--- src/rtl/servo_trajectory_player_pkg.sv ---
// servo_trajectory_player_pkg
//   Shared definitions for the servo trajectory player: angle width and
//   mechanical limit, FSM state encodings, and the angle clamp helper.
package servo_trajectory_player_pkg;

  localparam int ANGLE_W = 8;
  localparam logic [ANGLE_W-1:0] ANGLE_MAX = 8'd180;

  typedef enum logic [2:0] {
    ST_IDLE  = 3'd0,
    ST_FETCH = 3'd1,
    ST_WAIT  = 3'd2,
    ST_HOLD  = 3'd3,
    ST_DONE  = 3'd4
  } state_t;

  // Table entries beyond the mechanical range are pinned to the limit.
  function automatic logic [ANGLE_W-1:0] clamp_angle(input logic [ANGLE_W-1:0] a);
    return (a > ANGLE_MAX) ? ANGLE_MAX : a;
  endfunction

endpackage

--- src/rtl/servo_pwm_channel.sv ---
// servo_pwm_channel
//   One servo output. Holds the slewed angle, the pulse width derived from it
//   and the registered PWM bit. Angle and width only change on frame_tick, so
//   the new width takes effect from frame_cnt == 0 of the following frame.
// Ports
//   CLK, RST    clock, asynchronous active-high reset
//   frame_tick  last cycle of the current PWM frame
//   frame_cnt   free-running frame position
//   target      angle the channel moves toward
//   angle       current (slewed) angle
//   pwm         servo pulse output
module servo_pwm_channel
  import servo_trajectory_player_pkg::*;
#(
  parameter int FRAME_W    = 20,
  parameter int PULSE_MIN  = 25_000,
  parameter int PULSE_STEP = 555,
  parameter int SLEW       = 0,
  parameter int HOME_ANGLE = 90
) (
  input  logic               CLK,
  input  logic               RST,
  input  logic               frame_tick,
  input  logic [FRAME_W-1:0] frame_cnt,
  input  logic [ANGLE_W-1:0] target,
  output logic [ANGLE_W-1:0] angle,
  output logic               pwm
);

  localparam logic [ANGLE_W-1:0] SLEW_A = ANGLE_W'(SLEW);
  localparam logic [ANGLE_W-1:0] HOME_A = ANGLE_W'(HOME_ANGLE);

  function automatic logic [FRAME_W-1:0] width_of(input logic [ANGLE_W-1:0] a);
    logic [31:0] w;
    w = 32'(PULSE_MIN) + 32'(a) * 32'(PULSE_STEP);
    return w[FRAME_W-1:0];
  endfunction

  logic [ANGLE_W-1:0] angle_reg;
  logic [ANGLE_W-1:0] angle_next;
  logic [ANGLE_W-1:0] diff;
  logic [FRAME_W-1:0] width_reg;
  logic               pwm_reg;

  // Move toward the target by at most SLEW degrees; SLEW == 0 means jump.
  always_comb begin
    angle_next = angle_reg;
    diff       = '0;
    if (SLEW == 0) begin
      angle_next = target;
    end else if (target > angle_reg) begin
      diff       = target - angle_reg;
      angle_next = angle_reg + ((diff > SLEW_A) ? SLEW_A : diff);
    end else begin
      diff       = angle_reg - target;
      angle_next = angle_reg - ((diff > SLEW_A) ? SLEW_A : diff);
    end
  end

  always_ff @(posedge CLK or posedge RST) begin
    if (RST) begin
      angle_reg <= HOME_A;
      width_reg <= width_of(HOME_A);
      pwm_reg   <= 1'b0;
    end else begin
      if (frame_tick) begin
        angle_reg <= angle_next;
        width_reg <= width_of(angle_next);
      end
      // On the tick cycle frame_cnt is at its maximum, so the old width
      // cannot produce a stray high cycle at the frame boundary.
      pwm_reg <= (frame_cnt < width_reg);
    end
  end

  assign angle = angle_reg;
  assign pwm   = pwm_reg;

endmodule

--- src/rtl/servo_trajectory_player.sv ---
// servo_trajectory_player
//   Plays a trajectory table from an external synchronous ROM onto N_CH
//   servos. Each step carries N_CH target angles and a dwell measured in PWM
//   frames. Supports start/stop, looping, slew limiting and angle clamping.
// Ports
//   CLK, RST    clock, asynchronous active-high reset
//   start       pulse: begin playback at address 0 (from IDLE or DONE)
//   stop        pulse: abort playback and freeze at the current angles
//   loop_en     wrap from last_addr back to 0 instead of finishing
//   last_addr   address of the final step, captured at start
//   rom_addr    registered ROM address
//   rom_data    {ch0 angle, ..., ch(N_CH-1) angle, dwell}, one cycle latency
//   PWM         servo pulses, bit i = channel i
//   busy        playback in progress
//   done        playback finished, until the next start
//   frame_tick  one-cycle pulse on the last cycle of each PWM frame
module servo_trajectory_player
  import servo_trajectory_player_pkg::*;
#(
  parameter int N_CH         = 3,
  parameter int ADDR_W       = 8,
  parameter int DWELL_W      = 8,
  parameter int FRAME_CYCLES = 1_000_000,
  parameter int PULSE_MIN    = 25_000,
  parameter int PULSE_STEP   = 555,
  parameter int SLEW         = 0,
  parameter int HOME_ANGLE   = 90
) (
  input  logic                            CLK,
  input  logic                            RST,
  input  logic                            start,
  input  logic                            stop,
  input  logic                            loop_en,
  input  logic [ADDR_W-1:0]               last_addr,
  output logic [ADDR_W-1:0]               rom_addr,
  input  logic [N_CH*ANGLE_W+DWELL_W-1:0] rom_data,
  output logic [N_CH-1:0]                 PWM,
  output logic                            busy,
  output logic                            done,
  output logic                            frame_tick
);

  localparam int FRAME_W = (FRAME_CYCLES > 1) ? $clog2(FRAME_CYCLES) : 1;
  localparam logic [ANGLE_W-1:0] HOME_A = ANGLE_W'(HOME_ANGLE);

  logic [FRAME_W-1:0] frame_cnt_reg;
  state_t             state_reg, state_next;
  logic [ADDR_W-1:0]  rom_addr_reg, rom_addr_next;
  logic [ADDR_W-1:0]  last_addr_reg, last_addr_next;
  logic [DWELL_W-1:0] dwell_reg, dwell_next;
  logic [DWELL_W-1:0] dwell_cnt_reg, dwell_cnt_next;
  logic [DWELL_W-1:0] dwell_cnt_inc;
  logic [DWELL_W-1:0] rom_dwell;
  logic [ANGLE_W-1:0] target_reg  [N_CH];
  logic [ANGLE_W-1:0] target_next [N_CH];
  logic [ANGLE_W-1:0] rom_angle   [N_CH];
  logic [ANGLE_W-1:0] angle       [N_CH];
  logic               busy_w;

  // Frame counter runs in every state, including IDLE and DONE.
  assign frame_tick = (frame_cnt_reg == FRAME_W'(FRAME_CYCLES - 1));

  always_ff @(posedge CLK or posedge RST) begin
    if (RST) begin
      frame_cnt_reg <= '0;
    end else if (frame_tick) begin
      frame_cnt_reg <= '0;
    end else begin
      frame_cnt_reg <= frame_cnt_reg + FRAME_W'(1);
    end
  end

  // Channel 0 sits in the most significant byte; dwell in the low bits.
  assign rom_dwell = rom_data[DWELL_W-1:0];

  generate
    for (genvar gi = 0; gi < N_CH; gi++) begin : g_rom_field
      assign rom_angle[gi] = rom_data[DWELL_W + (N_CH-1-gi)*ANGLE_W +: ANGLE_W];
    end
  endgenerate

  assign busy_w        = (state_reg == ST_FETCH) || (state_reg == ST_WAIT) || (state_reg == ST_HOLD);
  assign dwell_cnt_inc = dwell_cnt_reg + DWELL_W'(1);

  always_comb begin
    state_next     = state_reg;
    rom_addr_next  = rom_addr_reg;
    last_addr_next = last_addr_reg;
    dwell_next     = dwell_reg;
    dwell_cnt_next = dwell_cnt_reg;
    target_next    = target_reg;

    case (state_reg)
      ST_IDLE, ST_DONE: begin
        if (start && !stop) begin
          state_next     = ST_FETCH;
          rom_addr_next  = '0;
          last_addr_next = last_addr;
        end
      end
      ST_FETCH: state_next = ST_WAIT;   // ROM read latency
      ST_WAIT: begin
        state_next = ST_HOLD;
        for (int i = 0; i < N_CH; i++) begin
          target_next[i] = clamp_angle(rom_angle[i]);
        end
        // A zero dwell would never match the incremented counter.
        dwell_next     = (rom_dwell == '0) ? DWELL_W'(1) : rom_dwell;
        dwell_cnt_next = '0;
      end
      ST_HOLD: begin
        if (frame_tick) begin
          dwell_cnt_next = dwell_cnt_inc;
          if (dwell_cnt_inc == dwell_reg) begin
            if (rom_addr_reg != last_addr_reg) begin
              rom_addr_next = rom_addr_reg + ADDR_W'(1);
              state_next    = ST_FETCH;
            end else if (loop_en) begin
              rom_addr_next = '0;
              state_next    = ST_FETCH;
            end else begin
              state_next = ST_DONE;
            end
          end
        end
      end
      default: state_next = ST_IDLE;
    endcase

    // Abort: park the targets on the present angles so motion freezes while
    // the PWM keeps refreshing the servos.
    if (stop && busy_w) begin
      state_next  = ST_IDLE;
      target_next = angle;
    end
  end

  always_ff @(posedge CLK or posedge RST) begin
    if (RST) begin
      state_reg     <= ST_IDLE;
      rom_addr_reg  <= '0;
      last_addr_reg <= '0;
      dwell_reg     <= DWELL_W'(1);
      dwell_cnt_reg <= '0;
      for (int i = 0; i < N_CH; i++) begin
        target_reg[i] <= HOME_A;
      end
    end else begin
      state_reg     <= state_next;
      rom_addr_reg  <= rom_addr_next;
      last_addr_reg <= last_addr_next;
      dwell_reg     <= dwell_next;
      dwell_cnt_reg <= dwell_cnt_next;
      target_reg    <= target_next;
    end
  end

  generate
    for (genvar gi = 0; gi < N_CH; gi++) begin : g_ch
      servo_pwm_channel #(
        .FRAME_W    (FRAME_W),
        .PULSE_MIN  (PULSE_MIN),
        .PULSE_STEP (PULSE_STEP),
        .SLEW       (SLEW),
        .HOME_ANGLE (HOME_ANGLE)
      ) u_ch (
        .CLK        (CLK),
        .RST        (RST),
        .frame_tick (frame_tick),
        .frame_cnt  (frame_cnt_reg),
        .target     (target_reg[gi]),
        .angle      (angle[gi]),
        .pwm        (PWM[gi])
      );
    end
  endgenerate

  assign rom_addr = rom_addr_reg;
  assign busy     = busy_w;
  assign done     = (state_reg == ST_DONE);

endmodule

--- config.mk ---
export PLATFORM = sky130hd
export DESIGN_NAME = servo_trajectory_player
export DESIGN_NICKNAME = d
export VERILOG_FILES = /design/src/rtl/servo_trajectory_player_pkg.sv /design/src/rtl/servo_pwm_channel.sv /design/src/rtl/servo_trajectory_player.sv
export SDC_FILE = /design/constraint.sdc
export NUM_CORES = 1
export LEC_CHECK = 0
export CAP_MARGIN = 20
export CELL_PAD_IN_SITES_DETAIL_PLACEMENT = 1
export CELL_PAD_IN_SITES_GLOBAL_PLACEMENT = 1
export CORE_ASPECT_RATIO = 0.7
export CORE_UTILIZATION = 53
export CTS_BUF_LIST = sky130_fd_sc_hd__clkbuf_8 sky130_fd_sc_hd__clkbuf_16
export DETAILED_ROUTE_END_ITERATION = 6
export GPL_TIMING_DRIVEN = 0
export PLACE_DENSITY_LB_ADDON = 0.2
export REMOVE_ABC_BUFFERS = 1
export SETUP_SLACK_MARGIN = 0.15
export SLEW_MARGIN = 25
export SYNTH_ARGS = -nofsm -noshare
export SYNTH_HDL_FRONTEND = slang
export SYNTH_HIERARCHICAL = 1
export SYNTH_SLANG_ARGS = --single-unit
export TNS_END_PERCENT = 100
--- constraint.sdc ---
create_clock -name CLK -period 11.1 [get_ports CLK]
set_clock_uncertainty 0.1 [all_clocks]
set_input_delay 1.665 -clock CLK [delete_from_list [all_inputs] [get_ports CLK]]
set_output_delay 1.665 -clock CLK [all_outputs]
set_load 0.05 [all_outputs]
== After elaboration in Yosys (flattened, before gate mapping) ==
Index checks and enable logic that the tools add are counted.
Cells by class
  muxes and demuxes: 22
  reductions and logical operators: 15
  $lt $le $gt $ge: 6
  multiply operators: 3
  add/subtract/negate cells: 6
  equality and inequality tests: 14
Operators with widths (count)
  $mux W8: 10
  $lt A20 B20 Y1: 3
  $add A15 B18 Y19 const A: 3
  $mul A8 B10 Y18 const B: 3
  $mux W24: 2
  $pmux W8 S2: 2
  $gt A8 B8 Y1 const B: 3
  $add A20 B1 Y20 const B: 1
  $eq A20 B20 Y1 const B: 1
  $mux W20: 1
  $mux W3: 6
  $add A8 B1 Y8 const B: 2
  $pmux W3 S4: 1
  $eq A8 B8 Y1: 1
  $logic_not A8 Y1: 1
  $ne A8 B8 Y1: 1
  $eq A3 B2 Y1 const B: 2
  $ne A3 B2 Y1 const B: 2
  $reduce_bool A2 Y1: 3
  $reduce_and A5 Y1: 1
  $ne A2 B2 Y1 const B: 2
  $reduce_and A2 Y1: 2
  $eq A3 B1 Y1 const B: 1
  $eq A3 B3 Y1 const B: 1
  9 further kinds: 11
Storage, ports and cells
  register bits: 166
  input bits: 45
  logic and storage cells: 84
  output and inout port bits: 14

== Longest topological paths before layout ==
Gate-level depths: netlist of the first run.
  depth after elaboration: 6
  mapped depth: 15
  gate-level depth less buffers: 15

== Modules after synthesis ==
Netlist of the first run, hierarchy kept.
Modules (own cells, without submodules)
  servo_trajectory_player: instances 1, seq. area each 1993.2 µm², area an instance 4230.3 µm², cells each 467
  servo_pwm_channel (g_ch[2].u_ch): instances 1, seq. area each 689.4 µm², area an instance 2852.7 µm², cells each 296
  servo_pwm_channel (g_ch[1].u_ch): instances 1, seq. area each 689.4 µm², area an instance 2821.5 µm², cells each 286
  servo_pwm_channel (g_ch[0].u_ch): instances 1, seq. area each 689.4 µm², area an instance 2819.0 µm², cells each 285

== Worst setup path after synthesis of the first run ==
OpenSTA, ideal clock, no wires.
  path type: register -> output
  start: reg frame_cnt_reg[15]
  end: out frame_tick
  required time: 9335 ps
  cell stages (with the launch flop): 6
  path slack: 6805 ps
  buffers on the path: 1
  arrival time: 2530 ps
  cells stage by stage: dfrtp_1 -> or4b_1 -> or4_1 -> nand2b_4 -> clkinv_4 -> clkbuf_1
Between the ends
  longest elaborated chain between the ends: 1
RTL lines
  start: declaration: RTL line servo_trajectory_player.sv:46  | logic [FRAME_W-1:0] frame_cnt_reg;
  start signal: assignment: RTL line servo_trajectory_player.sv:69  | frame_cnt_reg <= frame_cnt_reg + FRAME_W'(1);
  $eq A20 B20 Y1: RTL line servo_trajectory_player.sv:61  | assign frame_tick = (frame_cnt_reg == FRAME_W'(FRAME_CYCLES - 1));
  end: declaration: RTL line servo_trajectory_player.sv:40  | output logic frame_tick
Every way passes these cells.

== Worst setup path after layout of the first run ==
Same ends and word-level chain as after synthesis.

==> results of run 1 <==
==> through the flow <==
step / utilization / area (um^2) / power, W / cells / hold slack, ns
after floorplan: - / 12500 / 0.00190 / 1294 / 0.360
after global placement: 0.572 / 13500 / 0.00224 / 1670 / 0.371
after detailed placement: 0.574 / 13500 / 0.00233 / 1671 / 0.383
after CTS: 0.600 / 14100 / 0.00300 / 1703 / 0.391
after global routing: 0.600 / 14200 / 0.00323 / 1703 / 0.407
final: 0.600 / 14200 / 0.00301 / 1703 / 0.382
==> cell usage after synthesis (3+ instances only) <==
master    instances  area (um^2)
a22o_1            9         78.8
a31oi_1           7         43.8
a31o_2            4         35.0
nand3_1          56          280
o211ai_1         14          105
nand3b_1          4         30.0
nand2_1         133          499
and3_1           18          113
clkbuf_1         25         93.8
o22ai_1          12         75.1
a211oi_1          9         67.6
ha_1            186         2330
inv_1           158          593
nor2_1           55          206
nor3_1           14         70.1
o311ai_0          6         52.6
or2_2             7         43.8
nand4_1          17          106
a221o_1           8         80.1
and2_1            6         37.5
o21a_1            3         22.5
fa_1             42          841
or4_1             3         22.5
mux2i_1          17          170
mux2_2           24          270
a41oi_1           5         43.8
or3_1             6         37.5
buf_4             6         45.0
xor2_1           20          175
xnor2_1          37          324
nor2b_1           5         31.3
o21ai_0          58          290
o31ai_1           3         22.5
and4_1            3         26.3
a21o_1           30          225
a22oi_1           7         52.6
o21ai_1           7         35.0
o221ai_1          3         26.3
dfstp_2          46         1210
nand2b_1         18          113
nor4_1            6         37.5
o211a_1           4         40.0
dfrtp_1         114         2850
a21oi_1          61          305
==> worst reg2reg max path, cell delays in order (launching register included) <==
cell	delay [ns]
dfrtp_1	0.58
inv_1	0.17
ha_1	0.30
inv_1	0.05
fa_1	0.52
inv_1	0.06
fa_1	0.54
inv_1	0.07
fa_1	0.53
inv_1	0.04
ha_1	0.34
and3_1	0.22
a221oi_2	0.43
o211ai_2	0.17
mux2i_1	0.15
a221o_1	0.26
==> power groups by stage <==
| stage | Sequential, W | Combinational, W | Clock [W] |
|---|---|---|---|
| final | 0.000706 | 0.00168 | 0.000620 |
| after global placement | 0.000710 | 0.00153 | 0 |
| after global routing | 0.000713 | 0.00187 | 0.000647 |
| after floorplan | 0.000682 | 0.00121 | 0 |
| after CTS | 0.000704 | 0.00167 | 0.000625 |
| after detailed placement | 0.000713 | 0.00162 | 0 |
==> kinds of logic after synthesis <==
kind of cell               share of synthesized area
muxes                                         0.0376
and+or+nand+nor                                0.144
xor gates and xnor gates                      0.0392
AOI/OAI and AO/OA                              0.147
adders and majority gates                      0.249
DFF                                            0.319
buffers and inverters                         0.0640
==> metal layers <==
metal,global-route usage,wire length (um),up-vias
met5,0,0,-
met4,0.0719,477,0
met3,0.0494,1670,42
met2,0.480,16600,280
met1,0.419,16800,5284
li1,-,-,4756
==> final cells by class <==
class,instances,area (um^2)
Timing Repair Buffer,59,608
Fill cell,2667,9420
Clock buffer,17,425
Inverter,161,617
Sequential cell,160,4060
Multi-Input combinational cell,973,7870
Clock inverter,15,180
Tap cell,318,398
==> how the worst max path moves through the flow <==
stage | cells after the start | slack, ns | from | end
floorplan | 15 | 6.94 | target_reg[7] | g_ch[2].u_ch/width_reg[14]
global placement | 2 | 5.57 | RST | last_addr_reg[0]
detailed placement | 5 | 5.76 | frame_cnt_reg[15] | frame_tick
CTS | 5 | 5.25 | frame_cnt_reg[15] | frame_tick
global route | 5 | 5.30 | frame_cnt_reg[15] | frame_tick
finish | 5 | 5.37 | frame_cnt_reg[15] | frame_tick
==> reports/results.txt, run 1 <==
Status -> complete, no violations
# rows -> 47
Pwr dens -> 212 nW/um^2
Avg Inst Size Synth -> 9.54 um^2
Setup TNS -> 0 ns
Post-route ant nets -> 0
Leakage -> 6.68 nW
PortBufs -> 58
Slew Viols, Final -> 0
Layout cell share with drive strength beyond 1 -> 0.108
Slowest CP cell -> clkdlybuf4s50_1
Clock Path Buffers -> 2
Gpl congestion -> 0.824
Syn Inst Count -> 1334
Synth Register Bits -> 160
Most common cell after layout, fill and taps aside -> ha_1
Layout net count -> 1645
DR vias/cell -> 6.08
MaxCap Viol Count -> 0
Clock Sinks -> 160
Comb pwr share -> 0.559
Detailed Routing Iterations Pass 1 -> 5
Worst skew pair latency -> 0.45 ns
WP data required -> 9.34 ns
Drt drc -> 0
Worst Max-Slew Pin Slew -> 1.03 ns
Slack of the worst reg-to-reg path -> 6.45 ns
Critical path buffers and inverters -> 2
Starting DRT DRC Count -> 646
Total congestion overflow -> 0
R2R Path Start -> target_reg[15]
Largest net degree at the start of global routing -> 140
Crit path cell chain -> or4b_1, or4_1, nand2b_4, inv_8, clkdlybuf4s50_1
Final Hold Vio Count -> 0
WL final -> 35.5 mm
Total number of vias -> 10400
Core area -> 23600 um^2
Setup violators final -> 0
Mapped cell area -> 12700 um^2
Startpoint types -> flop
Slowest cell delay on critical path -> 0.95 ns
Seq/Total Area, Yosys -> 0.319
Fin crit share -> 0.516
# diodes -> 0
Die Ht -> 132 um
Switching Share -> 0.452
Clock share of power -> 0.206
Reg2reg end -> g_ch[1].u_ch/width_reg[14]
H-tree Lvls -> 4
Post-CTS setup buffers -> 0
Crit end category -> primary output
Setup CP Type -> reg2out
CTS tree -> done
Top Family by Delay on Critical Path -> buffers and inverters
Die W -> 187 um
Post-CTS sizing -> 0
Post-Place Worst Slack -> 5.76 ns
CP max FO -> 139
RSZ-0062 raised after global routing -> false
Boundary Pins -> 59
Initial antenna violation count -> 0
Min Tclk post-route -> 5.73 ns
Critical Path AT -> 3.97 ns
Fraction of registers with async set/reset -> 1.00
Vias in the first global route -> 11000
Most frequent cells in the layout -> 186 x ha_1, 154 x inv_1, 133 x nand2_1
CTS Hold Bufs -> 0
VDD IR max -> 0.140 mV
Top_reg_cell synth -> dfrtp_1
Relative slew slack -> 0.315
Hold worst-path end -> target_reg[9]
Int Pwr -> 0.00165 W
Area growth from synthesis to layout -> 11.3%
EDFF count, synth -> 0
Hold Path Class -> reg2reg
DP Wirelength -> 26.0 mm
Worst Hold Launch -> g_ch[1].u_ch/angle[1]
Largest register FFs -> 54
First-pass GRT wire length -> 58.1 mm
Root Buffer -> clkbuf_16
Seq pwr share -> 0.235
Clk pin slew, worst setup/hold paths -> 0.08 ns
Syn. warnings -> 6
Initial cell density of the core -> 0.540
Achievable clock frequency -> 174 MHz
Die area -> 24600 um^2
R2R cell count -> 15
Total track usage -> 0.298
Total CTS buffers -> 17
Hold path depth -> 2
Post-route setup slack -> 5.37 ns
Synth unique cells -> 89
DR WL/cell -> 20.9 um
Net Sw Power -> 0.00136 W
(Power assumes the default switching activity.)
==> inputs of run 2 (changes only) <==
CORE_UTILIZATION = 44   (was 53)
clock period = 5.2 ns   (was 11.1 ns; I/O delays follow)
==> reports/results.txt, run 2 (synthesis results as in run 1) <==
Final Util -> 0.506
Total number of vias -> 9887
H-tree Lvls -> 4
Startpoint types -> flop
DR WL/cell -> 19.2 um
CTS Hold Bufs -> 0
Initial antenna violation count -> 0
Post-CTS sizing -> 0
Clock Sinks -> 160
DR vias/cell -> 5.63
# rows -> 51
WP data required -> 4.32 ns
Largest net degree at the start of global routing -> 140
Worst Max-Slew Pin Slew -> 0.900 ns
CP max FO -> 139
Total track usage -> 0.240
Detailed Routing Iterations Pass 1 -> 5
Fill count -> 3174
Critical Path AT -> 3.90 ns
RSZ-0062 raised after global routing -> false
Layout net count -> 1645
Starting DRT DRC Count -> 497
DP Wirelength -> 25.7 mm
# diodes -> 0
Post-route setup slack -> 0.423 ns
Worst skew pair latency -> 0.44 ns
Most common cell after layout, fill and taps aside -> ha_1
Fin crit share -> 0.919
VDD IR max -> 0.211 mV
Setup CP Type -> reg2out
Vias in the first global route -> 10100
Boundary Pins -> 59
Clock Path Buffers -> 2
Core area -> 28100 um^2
Most frequent cells in the layout -> 186 x ha_1, 157 x inv_1, 133 x nand2_1
Die area -> 29600 um^2
Post-Place Worst Slack -> 0.625 ns
Layout cell share with drive strength beyond 1 -> 0.107
MaxCap Viol Count -> 0
PortBufs -> 58
Total CTS buffers -> 17
CTS tree -> done
Die W -> 205 um
Status -> complete, no violations
Pwr dens -> 438 nW/um^2
Slew Viols, Final -> 0
Slowest CP cell -> clkdlybuf4s50_1
Final Hold Vio Count -> 0
Crit end category -> primary output
Root Buffer -> clkbuf_16
Min Tclk post-route -> 4.78 ns
Post-route ant nets -> 0
Clk pin slew, worst setup/hold paths -> 0.06 ns
Drt drc -> 0
Setup TNS -> 0 ns
Total congestion overflow -> 0
Area growth from synthesis to layout -> 11.9%
WL final -> 33.7 mm
Leakage -> 6.70 nW
First-pass GRT wire length -> 54.9 mm
Hold Path Class -> reg2reg
Crit path cell chain -> or4b_1, or4_1, nand2b_4, inv_8, clkdlybuf4s50_1
Setup violators final -> 0
Total power -> 0.00624 W
Die Ht -> 144 um
Largest register FFs -> 54
Gpl congestion -> 0.832
Initial cell density of the core -> 0.452
Achievable clock frequency -> 209 MHz
Post-CTS setup buffers -> 0
Relative slew slack -> 0.397
Slowest cell delay on critical path -> 0.94 ns
[run 2: changes by cell type in the layout (fill, tap and decap cells not counted)]
cell / delta
and2_2: +1
clkinv_8: -1
inv_6: -1
bufinv_16: +1
clkinv_4: -4
inv_8: -2
inv_1: +3
and2_1: -1
clkbuf_8: +4
[run 2: per-layer routing]
metal  share of wire  global-route usage
met3           0.037              0.0419
met2            0.43               0.355
met4          0.0078              0.0483
met5               0                   0
met1            0.53               0.364
[run 2: final cells by class]
type / count / area [um^2] / share of cell area
clock buffer: 21 / 480 / 0.0337
clock inverter: 11 / 139 / 0.00975
inverter: 161 / 617 / 0.0433
multi-input combinational: 973 / 7870 / 0.553
sequential: 160 / 4060 / 0.285
tap: 371 / 464 / 0.0326
timing repair buffer: 59 / 608 / 0.0427
[run 2: power by group]
part           internal, W  switching [W]  total, W  leakage, nW
combinational      0.00141        0.00198   0.00339         4.38
clock             0.000803       0.000536   0.00134        0.309
sequential         0.00134       0.000169   0.00151         2.01
[run 2: final timing paths]
path | to | cells after the start | startpoint | slack (ns)
setup reg to reg | g_ch[2].u_ch/width_reg[14] | 15 | target_reg[7] | 0.59
setup / recovery | frame_tick | 5 | frame_cnt_reg[15] | 0.42
max in group asynchronous | target_reg[17] | 3 | RST | 3.63
hold / removal | target_reg[1] | 2 | g_ch[2].u_ch/angle[1] | 0.38
hold reg to reg | target_reg[1] | 2 | g_ch[2].u_ch/angle[1] | 0.38
min in group asynchronous | target_reg[0] | 2 | RST | 0.73
[run 2: critical path: cells and delay by family (launching register included)]
family / cells / cell delay, ns
buffers and inverters: 2 / 1.57
flip-flops: 1 / 0.49
AND/OR/NAND/NOR: 3 / 1.30
[run 2: through the flow]
step / cell area [um^2] / cells / hold slack [ns]
after floorplan: 12500 / 1294 / 0.360
after global placement: 13600 / 1723 / 0.371
after detailed placement: 13600 / 1724 / 0.381
after CTS: 14200 / 1756 / 0.391
after global routing: 14200 / 1756 / 0.400
final: 14200 / 1756 / 0.385
==> inputs of run 3 (changes only) <==
PLACE_DENSITY_LB_ADDON = 0.1   (was 0.2)
==> reports/results.txt, run 3 (synthesis results as in run 1) <==
RSZ-0062 raised after global routing -> false
Post-route cell area -> 14200 um^2
Setup TNS -> 0 ns
# diodes -> 0
# rows -> 51
Core area -> 28100 um^2
Die W -> 205 um
Detailed Routing Iterations Pass 1 -> 5
DR WL/cell -> 19.5 um
First-pass GRT wire length -> 55.2 mm
WP data required -> 5.39 ns
Clock Path Buffers -> 2
Most frequent cells in the layout -> 186 x ha_1, 156 x inv_1, 133 x nand2_1
WL final -> 34.3 mm
VDD IR max -> 0.231 mV
Final Hold Vio Count -> 0
Layout cell share with drive strength beyond 1 -> 0.108
Storage cell area -> 4060 um^2
Fill count -> 3164
Hold Path Class -> reg2reg
Total number of vias -> 9960
Die Ht -> 144 um
CTS tree -> done
Clock Sinks -> 160
DR vias/cell -> 5.67
Gpl congestion -> 0.831
Critical Path AT -> 4.91 ns
Initial antenna violation count -> 0
Largest register FFs -> 54
Min Tclk post-route -> 4.71 ns
Multi-input gate area -> 7870 um^2
Post-route ant nets -> 0
Startpoint types -> flop
PortBufs -> 58
Relative slew slack -> 0.343
DP Area -> 13600 um^2
H-tree Lvls -> 4
Starting DRT DRC Count -> 497
Vias in the first global route -> 10000
Drt drc -> 0
Total congestion overflow -> 0
Pwr dens -> 446 nW/um^2
Achievable clock frequency -> 212 MHz
Setup violators final -> 0
Total CTS buffers -> 17
Worst Max-Slew Pin Slew -> 0.982 ns
Post-CTS sizing -> 0
Setup CP Type -> reg2reg
Leakage -> 6.71 nW
Layout net count -> 1645
DP Wirelength -> 26.1 mm
Post-route setup slack -> 0.487 ns
Root Buffer -> clkbuf_16
MaxCap Viol Count -> 0
Status -> complete, no violations
Boundary Pins -> 59
CTS Hold Bufs -> 0
Initial cell density of the core -> 0.452
Largest net degree at the start of global routing -> 140
Post-Place Worst Slack -> 0.481 ns
Fin crit share -> 0.906
Area growth from synthesis to layout -> 12.0%
Worst skew pair latency -> 0.46 ns
Most common cell after layout, fill and taps aside -> ha_1
CP max FO -> 7
Clk pin slew, worst setup/hold paths -> 0.07 ns
Post-CTS setup buffers -> 0
Total track usage -> 0.242
Crit end category -> flop
Slew Viols, Final -> 0
Die area -> 29600 um^2
run 3: worst max-delay path, cell delays in order, from the launching register on:
cell and delay, ns:
dfrtp_1 0.58, inv_1 0.17, ha_1 0.34, inv_1 0.07, fa_1 0.51, inv_1 0.06
fa_1 0.49, inv_1 0.06, fa_1 0.55, inv_1 0.05, ha_1 0.36, and3_2 0.23
a221o_2 0.39, and2_2 0.21, a41oi_1 0.27, o22ai_1 0.11
run 3: routing by layer:
metal	vias to the layer above	track usage	routed length, um
met5	-	0	0
met2	108	0.356	14800
met3	17	0.0417	853
li1	4762	-	-
met1	5073	0.372	18500
met4	0	0.0390	158
run 3: area by class of cell:
| cell class | instances | share of cell area |
|---|---|---|
| Clock inverter | 14 | 0.0133 |
| Inverter | 161 | 0.0433 |
| Tap cell | 371 | 0.0326 |
| Sequential cell | 160 | 0.285 |
| Clock buffer | 18 | 0.0308 |
| Multi-Input combinational cell | 973 | 0.552 |
| Timing Repair Buffer | 59 | 0.0427 |
run 3: final timing paths:
path / start / end / slack (ns) / cells past startpoint
max in group asynchronous: RST / target_reg[22] / 3.59 / 3
worst min-delay path: dwell_reg[0] / dwell_reg[0] / 0.39 / 2
worst min register to register: dwell_reg[0] / dwell_reg[0] / 0.39 / 2
worst max-delay path: target_reg[7] / g_ch[2].u_ch/width_reg[18] / 0.49 / 15
min in group asynchronous: RST / target_reg[7] / 0.77 / 2
worst max register to register: target_reg[7] / g_ch[2].u_ch/width_reg[18] / 0.49 / 15
run 3: per-stage QoR:
stage | instances | total power, W | util | hold WS (ns)
after floorplan | 1294 | 0.00405 | - | 0.360
after global placement | 1723 | 0.00484 | 0.482 | 0.370
after detailed placement | 1724 | 0.00496 | 0.483 | 0.376
after CTS | 1756 | 0.00640 | 0.506 | 0.397
after global routing | 1756 | 0.00690 | 0.506 | 0.412
final | 1756 | 0.00636 | 0.506 | 0.393
run 3: power breakdown:
part	switching (W)	total (W)	internal, W
registers	0.000166	0.00151	0.00134
clock network	0.000566	0.00138	0.000817
logic	0.00203	0.00347	0.00143
total	0.00277	0.00636	0.00359
